### config.mk
export PLATFORM = sky130hd
export DESIGN_NAME = ex_alu_seq_ctrl_flat
export DESIGN_NICKNAME = d
export VERILOG_FILES = /design/src/rtl/ex_alu_seq_ctrl_if.sv /design/src/rtl/ex_alu_seq_ctrl.sv /design/src/flat_wrapper.sv
export SDC_FILE = /design/constraint.sdc
export NUM_CORES = 1
export LEC_CHECK = 0
export ABC_AREA = 1
export CAP_MARGIN = 30
export CORE_MARGIN = 2
export CORE_UTILIZATION = 54
export CTS_CLUSTER_SIZE = 24
export DETAILED_ROUTE_END_ITERATION = 7
export GPL_ROUTABILITY_DRIVEN = 0
export PLACE_DENSITY = 0.87
export RECOVER_POWER = 100
export SLEW_MARGIN = 20
export SYNTH_ARGS = -nofsm -noshare
export SYNTH_HDL_FRONTEND = slang
export SYNTH_SLANG_ARGS = --single-unit
### constraint.sdc
create_clock -name clk -period 13.2 [get_ports clk]
set_clock_uncertainty 0.05 [all_clocks]
set_input_delay 1.32 -clock clk [delete_from_list [all_inputs] [get_ports clk]]
set_output_delay 1.32 -clock clk [all_outputs]
set_load 0.02 [all_outputs]
### src/rtl/ex_alu_seq_ctrl_if.sv
// Request/response handshake bundle between an op issuer (master) and the ALU sequencer (slave).
interface ex_alu_seq_ctrl_if #(
    parameter int WIDTH = 64
);
    logic             req_valid;
    logic             req_ready;
    logic [2:0]       req_op;
    logic [WIDTH-1:0] req_a;
    logic [WIDTH-1:0] req_b;
    logic             req_update;
    logic             resp_valid;
    logic             resp_ready;
    logic [WIDTH-1:0] resp_result;

    modport master (
        output req_valid, req_op, req_a, req_b, req_update, resp_ready,
        input  req_ready, resp_valid, resp_result
    );

    modport slave (
        input  req_valid, req_op, req_a, req_b, req_update, resp_ready,
        output req_ready, resp_valid, resp_result
    );
endinterface

### src/rtl/ex_alu_seq_ctrl.sv
// Execute-stage ALU sequencer: single-cycle ops, iterative shift-add MUL, registered flags.
// Define EX_MUL_EARLY_TERM_EN to end MUL once the remaining multiplier bits are all zero.
module ex_alu_seq_ctrl #(
    parameter int         WIDTH  = 64,
    parameter logic [2:0] MUL_OP = 3'b111,
    parameter logic [2:0] ADD_OP = 3'b010
) (
    input  logic                clk,
    input  logic                reset,
    ex_alu_seq_ctrl_if.slave    bus,
    output logic [WIDTH-1:0]    alu_a,
    output logic [WIDTH-1:0]    alu_b,
    output logic [2:0]          alu_cntrl,
    input  logic [WIDTH-1:0]    alu_result,
    input  logic                alu_neg,
    input  logic                alu_zero,
    input  logic                alu_ovf,
    input  logic                alu_cout,
    output logic                negative,
    output logic                zero,
    output logic                overflow,
    output logic                carry_out,
    output logic                busy
);
    localparam int CNT_W = $clog2(WIDTH);

    typedef enum logic [1:0] {
        ST_IDLE = 2'd0,
        ST_EXEC = 2'd1,
        ST_MUL  = 2'd2,
        ST_DONE = 2'd3
    } state_t;

    state_t             state_r;
    state_t             next_state_s;
    logic [CNT_W-1:0]   cnt_r;
    logic [WIDTH-1:0]   mplier_r;
    logic [WIDTH-1:0]   alu_a_r;
    logic [WIDTH-1:0]   alu_b_r;
    logic [2:0]         alu_cntrl_r;
    logic               update_r;
    logic [WIDTH-1:0]   resp_result_r;
    logic [3:0]         flags_r;
    logic               req_ready_r;
    logic               resp_valid_r;
    logic               busy_r;
    logic               accept_s;
    logic               mul_op_s;
    logic               mul_last_s;
    logic [WIDTH-1:0]   acc_next_s;

    // Handshake qualification, MUL step decode and next-state selection.
    always_comb begin
        next_state_s = state_r;
        accept_s     = (state_r == ST_IDLE) && req_ready_r && bus.req_valid;
        mul_op_s     = (bus.req_op == MUL_OP);
        // alu_a_r doubles as the accumulator and alu_b_r as the shifted multiplicand
        acc_next_s   = mplier_r[0] ? alu_result : alu_a_r;
`ifdef EX_MUL_EARLY_TERM_EN
        mul_last_s   = (mplier_r[WIDTH-1:1] == '0);
`else
        mul_last_s   = (cnt_r == CNT_W'(WIDTH - 1));
`endif
        case (state_r)
            ST_IDLE: begin
                if (accept_s) begin
                    next_state_s = mul_op_s ? ST_MUL : ST_EXEC;
                end else begin
                    next_state_s = ST_IDLE;
                end
            end
            ST_EXEC: next_state_s = ST_DONE;
            ST_MUL: begin
                if (mul_last_s) begin
                    next_state_s = ST_DONE;
                end else begin
                    next_state_s = ST_MUL;
                end
            end
            ST_DONE: begin
                if (bus.resp_ready) begin
                    next_state_s = ST_IDLE;
                end else begin
                    next_state_s = ST_DONE;
                end
            end
            default: next_state_s = ST_IDLE;
        endcase
    end

    // FSM state register.
    always_ff @(posedge clk or posedge reset) begin
        if (reset) begin
            state_r <= ST_IDLE;
        end else begin
            state_r <= next_state_s;
        end
    end

    // Registered status outputs derived from the upcoming state.
    always_ff @(posedge clk or posedge reset) begin
        if (reset) begin
            req_ready_r  <= 1'b0;
            resp_valid_r <= 1'b0;
            busy_r       <= 1'b0;
        end else begin
            req_ready_r  <= (next_state_s == ST_IDLE);
            resp_valid_r <= (next_state_s == ST_DONE);
            busy_r       <= (next_state_s != ST_IDLE);
        end
    end

    // Operand capture, ALU drive, MUL iteration, result and flag registers.
    always_ff @(posedge clk or posedge reset) begin
        if (reset) begin
            cnt_r         <= '0;
            mplier_r      <= '0;
            alu_a_r       <= '0;
            alu_b_r       <= '0;
            alu_cntrl_r   <= 3'b000;
            update_r      <= 1'b0;
            resp_result_r <= '0;
            flags_r       <= 4'b0000;
        end else begin
            case (state_r)
                ST_IDLE: begin
                    if (accept_s) begin
                        cnt_r    <= '0;
                        update_r <= bus.req_update;
                        if (mul_op_s) begin
                            alu_a_r     <= '0;
                            alu_b_r     <= bus.req_a;
                            mplier_r    <= bus.req_b;
                            alu_cntrl_r <= ADD_OP;
                        end else begin
                            alu_a_r     <= bus.req_a;
                            alu_b_r     <= bus.req_b;
                            mplier_r    <= '0;
                            alu_cntrl_r <= bus.req_op;
                        end
                    end
                end
                ST_EXEC: begin
                    resp_result_r <= alu_result;
                    if (update_r) begin
                        flags_r <= {alu_neg, alu_zero, alu_ovf, alu_cout};
                    end
                    alu_a_r     <= '0;
                    alu_b_r     <= '0;
                    alu_cntrl_r <= 3'b000;
                end
                ST_MUL: begin
                    cnt_r    <= cnt_r + CNT_W'(1);
                    mplier_r <= mplier_r >> 1;
                    if (mul_last_s) begin
                        resp_result_r <= acc_next_s;
                        alu_a_r       <= '0;
                        alu_b_r       <= '0;
                        alu_cntrl_r   <= 3'b000;
                    end else begin
                        alu_a_r <= acc_next_s;
                        alu_b_r <= alu_b_r << 1;
                    end
                end
                ST_DONE: begin
                    update_r <= 1'b0;
                end
                default: begin
                    alu_a_r     <= '0;
                    alu_b_r     <= '0;
                    alu_cntrl_r <= 3'b000;
                end
            endcase
        end
    end

    assign alu_a           = alu_a_r;
    assign alu_b           = alu_b_r;
    assign alu_cntrl       = alu_cntrl_r;
    assign bus.req_ready   = req_ready_r;
    assign bus.resp_valid  = resp_valid_r;
    assign bus.resp_result = resp_result_r;
    assign negative        = flags_r[3];
    assign zero            = flags_r[2];
    assign overflow        = flags_r[1];
    assign carry_out       = flags_r[0];
    assign busy            = busy_r;
endmodule
### src/flat_wrapper.sv
// flat-port wrapper written by rule: the top's interface ports become plain ports
module ex_alu_seq_ctrl_flat 
#(
    parameter int         WIDTH  = 64,
    parameter logic [2:0] MUL_OP = 3'b111,
    parameter logic [2:0] ADD_OP = 3'b010
)
  (clk, reset, alu_a, alu_b, alu_cntrl, alu_result, alu_neg, alu_zero, alu_ovf, alu_cout, negative, zero, overflow, carry_out, busy, bus_req_valid, bus_req_op, bus_req_a, bus_req_b, bus_req_update, bus_resp_ready, bus_req_ready, bus_resp_valid, bus_resp_result);
  ex_alu_seq_ctrl_if #(.WIDTH(WIDTH)) bus_i ();
  input  logic clk;
  input  logic reset;
  output logic [WIDTH-1:0] alu_a;
  output logic [WIDTH-1:0] alu_b;
  output logic [2:0] alu_cntrl;
  input  logic [WIDTH-1:0] alu_result;
  input  logic alu_neg;
  input  logic alu_zero;
  input  logic alu_ovf;
  input  logic alu_cout;
  output logic negative;
  output logic zero;
  output logic overflow;
  output logic carry_out;
  output logic busy;
  input wire logic [$bits(bus_i.req_valid)-1:0] bus_req_valid;
  input wire logic [$bits(bus_i.req_op)-1:0] bus_req_op;
  input wire logic [$bits(bus_i.req_a)-1:0] bus_req_a;
  input wire logic [$bits(bus_i.req_b)-1:0] bus_req_b;
  input wire logic [$bits(bus_i.req_update)-1:0] bus_req_update;
  input wire logic [$bits(bus_i.resp_ready)-1:0] bus_resp_ready;
  output wire logic [$bits(bus_i.req_ready)-1:0] bus_req_ready;
  output wire logic [$bits(bus_i.resp_valid)-1:0] bus_resp_valid;
  output wire logic [$bits(bus_i.resp_result)-1:0] bus_resp_result;
  assign bus_i.req_valid = bus_req_valid;
  assign bus_i.req_op = bus_req_op;
  assign bus_i.req_a = bus_req_a;
  assign bus_i.req_b = bus_req_b;
  assign bus_i.req_update = bus_req_update;
  assign bus_i.resp_ready = bus_resp_ready;
  assign bus_req_ready = bus_i.req_ready;
  assign bus_resp_valid = bus_i.resp_valid;
  assign bus_resp_result = bus_i.resp_result;
  ex_alu_seq_ctrl #(.WIDTH(WIDTH), .MUL_OP(MUL_OP), .ADD_OP(ADD_OP)) u_core (.clk(clk), .reset(reset), .bus(bus_i), .alu_a(alu_a), .alu_b(alu_b), .alu_cntrl(alu_cntrl), .alu_result(alu_result), .alu_neg(alu_neg), .alu_zero(alu_zero), .alu_ovf(alu_ovf), .alu_cout(alu_cout), .negative(negative), .zero(zero), .overflow(overflow), .carry_out(carry_out), .busy(busy));
endmodule
# Word level (Yosys, flattened, before mapping)
# Index checks and enable logic that the tools add are counted.
[op_classes] eq_ne=8 bitwise=0 reduce_logical=15 muxes=27 mul=0 shift=0 addsub=1 magnitude_cmp=0 div=0
[op_table] op="two-way mux 64 bit" count=10
[op_table] op="case mux 64 bit (3 select lines)" count=2
[op_table] op="case mux 64 bit (2 select lines)" count=2
[op_table] op="case mux 6 bit (2 select lines)" count=1
[op_table] op="AND reduction 2 bit" count=5
[op_table] op="two-way mux 3 bit" count=3
[op_table] op="case mux 3 bit (3 select lines)" count=1
[op_table] op="case mux 2 bit (4 select lines)" count=1
[op_table] op="nonzero test 2 bit" count=4
[op_table] op="adder 6 x 1 -> 6 bit, second input constant" count=1
[op_table] op="== test 2 bit, second input constant" count=3
[op_table] op="== test 6 bit, second input constant" count=1
[op_table] op="two-way mux 2 bit" count=3
[op_table] op="two-way mux 6 bit" count=1
[op_table] op="zero test 2 bit" count=2
[op_table] op="inequality test 2 x 1 -> 1 bit, second input constant" count=2
[op_table] op="== test 3 bit, second input constant" count=1
[op_table] op="AND reduction 3 bit" count=1
[op_table] op="nonzero test 3 bit" count=1
[op_table] op="== test 2 x 1 -> 1 bit, second input constant" count=1
[op_table] op="logical AND 1 bit" count=2
[op_table] op="two-way mux 1 bit" count=2
[op_table] op="case mux 1 bit (2 select lines)" count=1
[word_totals] ram_bits=0 word_cells=63 mem_count=0 rom_bits=0 latch_bits=0 ff_bits=275

# Logic depth before layout (Yosys ltp)
# Gate-level depths: netlist of the first run.
[logic_depth] ltp_word=6 mapped_depth=10

# Worst setup path after synthesis of the first run
# No wires, ideal clock.
[synth_timing] path_kind="input-to-reg" startpoint="input bus_req_valid" endpoint="register u_core.mplier_r[0]" arrival_time_ns=2.050 setup_slack_ns=10.976 path_stages=7 required_time_ns=13.026 setup_ns=0.124 cell_sequence="nand3_2 nand2_1 inv_1 buf_4 buf_2 a21oi_1 a21oi_1"
[synth_via] elab_chain_cells=3
[synth_lines] item="start: declaration" line_no="flat_wrapper.sv:25" rtl="input wire logic [$bits(bus_i.req_valid)-1:0] bus_req_valid;"
[synth_lines] item="logical AND 1 bit" line_no="ex_alu_seq_ctrl.sv:55" rtl="accept_s = (state_r == ST_IDLE) && req_ready_r && bus.req_valid;"
[synth_lines] item="inequality test 2 x 1 -> 1 bit (no line)"
[synth_lines] item="AND reduction 2 bit (no line)"
[synth_lines] item="end signal: assignment" line_no="ex_alu_seq_ctrl.sv:133" rtl="mplier_r <= bus.req_b;"
[synth_lines] item="end signal: assignment" line_no="ex_alu_seq_ctrl.sv:154" rtl="mplier_r <= mplier_r >> 1;"
[synth_lines] item="end: declaration" line_no="ex_alu_seq_ctrl.sv:37" rtl="logic [WIDTH-1:0] mplier_r;"
# Every way passes these cells.
# A chain may end at the register's enable or synchronous reset.

# Worst setup path in the final report of the first run
[layout_timing] startpoint="register u_core.state_r[0]" endpoint="register u_core.resp_result_r[56] (netlist: u_core.bus.resp_result[56])"
[layout_via] elab_chain_cells=3
[layout_lines] item="start: declaration" line_no="ex_alu_seq_ctrl.sv:34" rtl="state_t state_r;"
[layout_lines] item="start signal: assignment" line_no="ex_alu_seq_ctrl.sv:96" rtl="state_r <= next_state_s;"
[layout_lines] item="== test 2 bit / == test 2 x 1 -> 1 bit (equally long branches)" line_no="ex_alu_seq_ctrl.sv:125" rtl="case (state_r)"
[layout_lines] item="inequality test 2 x 1 -> 1 bit (no line) / nonzero test 2 bit (equally long branches)"
[layout_lines] item="AND reduction 2 bit (no line)"
[layout_lines] item="end signal: assignment" line_no="ex_alu_seq_ctrl.sv:144" rtl="resp_result_r <= alu_result;"
[layout_lines] item="end signal: assignment" line_no="ex_alu_seq_ctrl.sv:156" rtl="resp_result_r <= acc_next_s;"
[layout_lines] item="end: declaration" line_no="ex_alu_seq_ctrl.sv:42" rtl="logic [WIDTH-1:0] resp_result_r;"
# Parallel ways exist; a longest one is shown, timed or not.

==> results of run 1 <==
==> area by class of cell <==
type	instances	area [µm²]
diodes	7	17.52
well taps	390	488.0
clock inverters	9	55.05
clock buffers	45	938.4
multi-input cells	1673	7361
repair buffers	423	4219
fillers	2395	8651
flip-flops and latches	275	6885
inverters	271	1023
==> worst paths after layout <==
path                                                           to  slack [ps]  cells after the start                         start
setup / recovery           u_core.bus.resp_result[56]$_DFFE_PP0P_        5060                      9   u_core.state_r[0]$_DFF_PP0_
hold / removal                       u_core.alu_b[63]$_DFFE_PP0P_         440                      2  u_core.alu_b[63]$_DFFE_PP0P_
setup reg to reg           u_core.bus.resp_result[56]$_DFFE_PP0P_        5060                      9   u_core.state_r[0]$_DFF_PP0_
hold reg to reg                      u_core.alu_b[63]$_DFFE_PP0P_         440                      2  u_core.alu_b[63]$_DFFE_PP0P_
max in group asynchronous          u_core.mplier_r[0]$_DFFE_PP0P_        8380                      3                         reset
min in group asynchronous             u_core.alu_b[9]$_DFFE_PP0P_        2500                      2                         reset
==> worst min-delay path, stage by stage, from the launching register on <==
cell and delay, ps:
sky130_fd_sc_hd__dfrtp_1 350, sky130_fd_sc_hd__nand2_1 60, sky130_fd_sc_hd__nand2_1 60
==> state kept, by name, indices dropped and copies added, names as in the netlist <==
register                flops
u_core.bus.resp_valid       1
u_core.alu_b               64
u_core.alu_a               64
u_core.bus.resp_result     64
u_core.flags_r              4
u_core.alu_cntrl            3
u_core.busy                 1
u_core.update_r             1
u_core.mplier_r            64
u_core.cnt_r                6
u_core.bus.req_ready        1
u_core.state_r              2
==> power groups by stage <==
stage          Combinational (mW)  Clock, mW  Sequential (mW)
3_5_place_dp                 2.91          0             1.59
2_1_floorplan                1.54          0             1.86
4_1_cts                      2.93      0.851             1.58
3_3_place_gp                 2.77          0             1.60
5_1_grt                      3.12      0.884             1.63
6_report                     2.84      0.845             1.58
==> cell families after synthesis <==
kind of cell	synth area share
XOR/XNOR	0.0005400
AO/OA/AOI/OAI	0.1056
multiplexers	0.002776
AND/OR/NAND/NOR	0.3389
buffers and inverters	0.1234
adder cells (fa/ha/maj)	0.004627
flip-flops	0.4242
==> per-stage QoR <==
step                worst slack, ps  area, µm²
finish                         5064      20990
global route                   4529      20990
CTS                            9306      21030
detailed placement             9204      20040
global placement               9184      19970
floorplan                      4250      16220
==> synth_stat cells, types with 2 or more instances <==
cell type and number:
sky130_fd_sc_hd__nand2_1 789, sky130_fd_sc_hd__dfrtp_1 275, sky130_fd_sc_hd__inv_1 267, sky130_fd_sc_hd__nor2_1 264, sky130_fd_sc_hd__a21oi_1 198, sky130_fd_sc_hd__nand3_1 195
sky130_fd_sc_hd__o21ai_0 137, sky130_fd_sc_hd__buf_2 103, sky130_fd_sc_hd__nand3b_1 63, sky130_fd_sc_hd__buf_6 27, sky130_fd_sc_hd__clkbuf_1 24, sky130_fd_sc_hd__buf_4 9
sky130_fd_sc_hd__ha_1 6, sky130_fd_sc_hd__inv_2 4, sky130_fd_sc_hd__mux2_2 4, sky130_fd_sc_hd__nand2_2 4, sky130_fd_sc_hd__nand3_2 3, sky130_fd_sc_hd__nand4_1 3
sky130_fd_sc_hd__buf_1 2, sky130_fd_sc_hd__nor2_4 2
==> layout by cell type (no fill, tap or decap), types with 11 or more instances in the layout <==
master                              n
sky130_fd_sc_hd__buf_4             11
sky130_fd_sc_hd__dfrtp_1          274
sky130_fd_sc_hd__nor2_1           264
sky130_fd_sc_hd__clkdlybuf4s50_1  198
sky130_fd_sc_hd__o21ai_0          138
sky130_fd_sc_hd__clkbuf_16         31
sky130_fd_sc_hd__inv_1            267
sky130_fd_sc_hd__nand2_1          788
sky130_fd_sc_hd__clkbuf_8          11
sky130_fd_sc_hd__dlygate4sd3_1    207
sky130_fd_sc_hd__a21oi_1          198
sky130_fd_sc_hd__nand3_1          196
sky130_fd_sc_hd__nand3b_1          63
==> per-layer routing <==
layer | share of wire | global-route usage | wire length, µm
met5 | 0 | 0 | 0
met4 | 0.053 | 0.1578 | 2855
met2 | 0.44 | 0.5094 | 24040
met1 | 0.40 | 0.4691 | 21590
met3 | 0.11 | 0.06063 | 5793
==> impl_metrics.csv, run 1 <==
group,metric,value,unit
outcome,run_status,"finished, violations left",
outcome,failing_checks,"max-capacitance violations, max-slew violations",
pwr,p_sw_frac,0.4714,
global_route,antenna_found_initial,6,
setup_path,critical_path_class,"flop to flop",
yosys,dominant_synthesized_flop_cell,"sky130_fd_sc_hd__dfrtp_1",
detailed_routing,post_drt_via_cell_ratio,5.487,
timing,worst_pin_slew,4426,ps
detailed_routing,firstDrtPassIters,5,
detailed_routing,postRouteWirelength,54270,µm
timing,timing.final.crit_share,0.6164,
pwr,leakage,10.78,nW
yosys,yosysWarningCount,0,
setup_path,delay_of_the_slowest_cell_on_the_worst_path,2220,ps
timing,setup_violations,0,
timing,final_max_slew_viol_count,414,
setup_path,crit_required,13570,ps
cts,number_of_cts_inserted_buffers,30,
pwr,power.internal,2.782,mW
pwr,power_density,250.8,nW/µm²
yosys,synthesis.area,16220,µm²
setup_path,critical_path_peak_fanout,66,
yosys,postSynthAreaPerCell,6.805,µm²
yosys,synth_cells,2384,
detailed_routing,drcViolationCount,0,
floorplanning,num_rows,63,
pwr,share_comb_of_total_power,0.539,
floorplanning,die_width,177.3,µm
global_route,grt_first_pass_wirelength,84600,µm
timing,timing.setup.tns,0,ps
finish,utilization,0.7081,
timing,final.min_clock_period,8136,ps
cts,clock_insertion_delay_worst_skew,570,ps
yosys,yosys.cell_types.count,25,
setup_path,end_kind,"flop",
yosys,postSynth.asyncResetShare,1.000,
pwr,p_clk_frac,0.160,
floorplanning,floorplan_die_area,31450,µm²
finish,final_cell_count_no_fill,3093,
yosys,synth.largest_area_cell,"sky130_fd_sc_hd__dfrtp_1",
setup_path,path_delay_family,"buffers and inverters",
timing,fmax,122.9,MHz
cts,ctsResizeCount,0,
pwr,share_seq_of_total_power,0.300,
cts,tritoncts,"built",
floorplanning,die_h,177.3,µm
yosys,synth-seq-cells,275,
floorplanning,design.core.area,29640,µm²
cts,cts.path.max_buffers,3,
yosys,ys_top_cells_by_area,"sky130_fd_sc_hd__dfrtp_1 (42%), sky130_fd_sc_hd__nand2_1 (18%), sky130_fd_sc_hd__inv_1 (6.2%)",
pwr,power.total,5.264,mW
yosys,synth_fp_nets,2594,
global_route,number_of_global_route_vias_before_repair,15680,
placed_design,placement.io_buffers,405,
floorplanning,ios,406,
setup_path,crit_path_cell_trace,"inv_1 -> ha_1 -> clkbuf_1 -> nand3_2 -> clkbuf_1 -> nand2_1 -> buf_16 -> o21ai_0 -> nand2_1",
timing,slew-limit-headroom,-1.967,
placed_design,dpl.cell_count,3032,
cts,clock_sinks,275,
finish,final_layout_size_suffix_gt1_frac,0.03153,
finish,area_growth,29.37,%
timing,rsz_0062_raised_after_global_routing,"false",
setup_path,start_kind,"flop",
finish,layout.nets,2884,
timing,fin_worst_hold_slack,443.4,ps
detailed_routing,drt_iter0_drc,1844,
global_route,globalRouteTotalUtil,0.3362,
detailed_routing,per_cell_routed_wire_length,17.55,µm
cts,post_cts_setup_repair_bufs,0,
global_route,grt-ovfl-total,0,
cts,clk_pin_slew,60,ps
yosys,synth_edf_count,0,
job,max_cap_viol_count,7,
timing,timing_hold_violations_final,0,
placed_design,detailed_place_hpwl,36400,µm
global_route,pin_count_of_the_biggest_net_entering_global_routing,181,
detailed_routing,antenna_left,0,
pwr,worst_ir_drop_vdd,164.1,µV
setup_path,slowest_stage,"sky130_fd_sc_hd__clkbuf_1",
detailed_routing,vias,16970,
cts,cts.root.buffer_cell,"sky130_fd_sc_hd__clkbuf_16",
setup_path,worst-path-buf-inv,4,
floorplanning,start_util,0.5474,
pwr,power.net_switching,2.482,mW
yosys,yosys.area.top_type_share,0.4242,
worst_hold_path,hold_class,"flop to flop",
yosys,synth-seq-area-share,0.4242,
setup_path,critPathArrivalTime,8510,ps
cts,cts.htree.levels,1,
cts,hold_buffers,0,
No activity file was read; power rests on OpenSTA's default activity.
==> run 2, diff against run 1 <==
--- a/config.mk
+++ b/config.mk
@@ -8,11 +8,11 @@
 export ABC_AREA = 1
 export CAP_MARGIN = 30
 export CORE_MARGIN = 2
-export CORE_UTILIZATION = 54
+export CORE_UTILIZATION = 46
 export CTS_CLUSTER_SIZE = 24
 export DETAILED_ROUTE_END_ITERATION = 7
 export GPL_ROUTABILITY_DRIVEN = 0
-export PLACE_DENSITY = 0.87
+export PLACE_DENSITY = 0.78
 export RECOVER_POWER = 100
 export SLEW_MARGIN = 20
 export SYNTH_ARGS = -nofsm -noshare
==> constraint.sdc (replaced) <==
create_clock -name clk -period 7.2 [get_ports clk]
set_clock_uncertainty 0.05 [all_clocks]
set_input_delay 0.72 -clock clk [delete_from_list [all_inputs] [get_ports clk]]
set_output_delay 0.72 -clock clk [all_outputs]
set_load 0.02 [all_outputs]
==> run 2 against run 1 <==
Against the previous run: the flow still finishes with violations (max-capacitance violations, max-slew violations); fmax is 52% higher; setup slack lost 3200 ps; utilization is 9.5 points lower; largest cell class unchanged; sequential share of layout area down 0.37 points; clock power grew 92%; cell count rose by 2.4%; die area rose by 17%.
==> impl_metrics.csv, run 2 (same netlist as run 1, synthesis figures left out) <==
group,metric,value,unit
timing,postLayoutSetupSlackWorst,1859,ps
detailed_routing,post_drt_via_cell_ratio,5.202,
worst_hold_path,hold_class,"flop to flop",
detailed_routing,antenna_left,0,
placed_design,detailed_place_hpwl,36930,µm
timing,fin_worst_hold_slack,428.7,ps
setup_path,critical_path_peak_fanout,92,
timing,fmax,187.2,MHz
floorplanning,num_rows,68,
detailed_routing,vias,16480,
finish,postLayoutCellArea,21220,µm²
finish,top_library_cells_by_usage_in_the_layout_fill_and_taps_aside,"sky130_fd_sc_hd__nand2_1 (789), sky130_fd_sc_hd__dfrtp_1 (274), sky130_fd_sc_hd__inv_1 (265)",
cts,cts.htree.levels,1,
global_route,grt_first_pass_wirelength,84760,µm
pwr,power.total,9.751,mW
pwr,worst_ir_drop_vdd,286.8,µV
job,max_cap_viol_count,6,
timing,rsz_0062_raised_after_global_routing,"false",
setup_path,critical_path_class,"flop to flop",
floorplanning,ios,406,
detailed_routing,drt_iter0_drc,1348,
placed_design,placement.io_buffers,405,
placed_design,placed_area,20140,µm²
global_route,globalRouteTotalUtil,0.2895,
setup_path,crit_required,7570,ps
timing,setup_violations,0,
cts,cts.root.buffer_cell,"sky130_fd_sc_hd__clkbuf_16",
finish,final_cell_count_no_fill,3167,
placed_design,dp_slack,3152,ps
outcome,run_status,"finished, violations left",
finish,final_layout_size_suffix_gt1_frac,0.03368,
timing,timing.final.crit_share,0.7417,
global_route,grt-ovfl-total,0,
cts,hold_buffers,0,
timing,final_max_slew_viol_count,306,
finish,most_frequent_standard_cell_in_the_layout_excluding_fill_and_tap_cells,"sky130_fd_sc_hd__nand2_1",
detailed_routing,firstDrtPassIters,7,
floorplanning,die_h,191.8,µm
cts,tritoncts,"built",
finish,area_growth,30.83,%
floorplanning,die_width,191.8,µm
cts,cts.path.max_buffers,3,
detailed_routing,drcViolationCount,0,
cts,ctsResizeCount,0,
floorplanning,start_util,0.4685,
cts,clock_insertion_delay_worst_skew,560,ps
floorplanning,design.core.area,34630,µm²
cts,number_of_cts_inserted_buffers,31,
setup_path,end_kind,"flop",
setup_path,start_kind,"flop",
pwr,power_density,459.4,nW/µm²
cts,clock_sinks,275,
outcome,failing_checks,"max-capacitance violations, max-slew violations",
cts,clk_pin_slew,60,ps
timing,worst_pin_slew,3126,ps
pwr,leakage,10.83,nW
timing,timing.setup.tns,0,ps
timing,final.min_clock_period,5341,ps
global_route,number_of_global_route_vias_before_repair,15500,
global_route,pin_count_of_the_biggest_net_entering_global_routing,146,
placed_design,dpl.cell_count,3100,
detailed_routing,postRouteWirelength,54200,µm
global_route,antenna_found_initial,8,
finish,utilization,0.6129,
timing,slew-limit-headroom,-1.084,
cts,post_cts_setup_repair_bufs,0,
detailed_routing,per_cell_routed_wire_length,17.11,µm
finish,layout.nets,2890,
floorplanning,floorplan_die_area,36790,µm²
timing,timing_hold_violations_final,0,
setup_path,critPathArrivalTime,5710,ps
[run 2: cell count changes in the layout (fill, tap and decap cells not counted), sizes merged, moves of 2 or more]
cell / previous run / this run
buf: 14 / 19
bufinv: 0 / 2
clkdlybuf4s50: 198 / 202
clkinvlp: 2 / 5
diode: 7 / 10
dlygate4sd3: 207 / 203
inv: 272 / 268
[run 2: report_power, final]
group / total [mW] / leakage, nW / internal [mW] / switching, mW
sequential: 2.86 / 3.34 / 2.32 / 0.532
combinational: 5.27 / 6.98 / 1.92 / 3.35
clock: 1.62 / 0.510 / 0.968 / 0.654
total: 9.75 / 10.8 / 5.22 / 4.53
[run 2: final timing paths]
kind	start	endpoint	slack, ps	cells past startpoint
max	u_core.state_r[0]$_DFF_PP0_	u_core.mplier_r[46]$_DFFE_PP0P_	1860	10
min	u_core.alu_b[63]$_DFFE_PP0P_	u_core.alu_b[63]$_DFFE_PP0P_	430	2
max reg2reg	u_core.state_r[0]$_DFF_PP0_	u_core.mplier_r[46]$_DFFE_PP0P_	1860	10
min reg2reg	u_core.alu_b[63]$_DFFE_PP0P_	u_core.alu_b[63]$_DFFE_PP0P_	430	2
max in group asynchronous	reset	u_core.alu_b[33]$_DFFE_PP0P_	2580	5
min in group asynchronous	reset	u_core.bus.resp_result[20]$_DFFE_PP0P_	1810	3
[run 2: area by class of cell]
class | instances | area, µm²
Multi-Input combinational cell | 1673 | 7366
Antenna cell | 10 | 25.02
Sequential cell | 275 | 6885
Inverter | 271 | 1025
Clock inverter | 9 | 102.6
Timing Repair Buffer | 428 | 4309
Tap cell | 455 | 569.3
Clock buffer | 46 | 942.2
Fill cell | 3109 | 13400
[run 2: routing by layer]
layer  vias up  part of all wire  global-route usage
li1       8023                 -                   -
met1      7559              0.43              0.4082
met2       765              0.44              0.4407
met3       126             0.079             0.03965
met4         2             0.048              0.1352
met5         -           0.00024                   0
[run 2: worst max-delay path, cell delays in order, from the launching register on]
cell                      delay [ps]
sky130_fd_sc_hd__dfrtp_1         390
sky130_fd_sc_hd__inv_1           120
sky130_fd_sc_hd__ha_1           1680
sky130_fd_sc_hd__buf_4           980
sky130_fd_sc_hd__nand2_1         150
sky130_fd_sc_hd__nand2_2         100
sky130_fd_sc_hd__buf_4           610
sky130_fd_sc_hd__inv_2           460
sky130_fd_sc_hd__buf_12          300
sky130_fd_sc_hd__a21oi_1         180
sky130_fd_sc_hd__a21oi_1         110
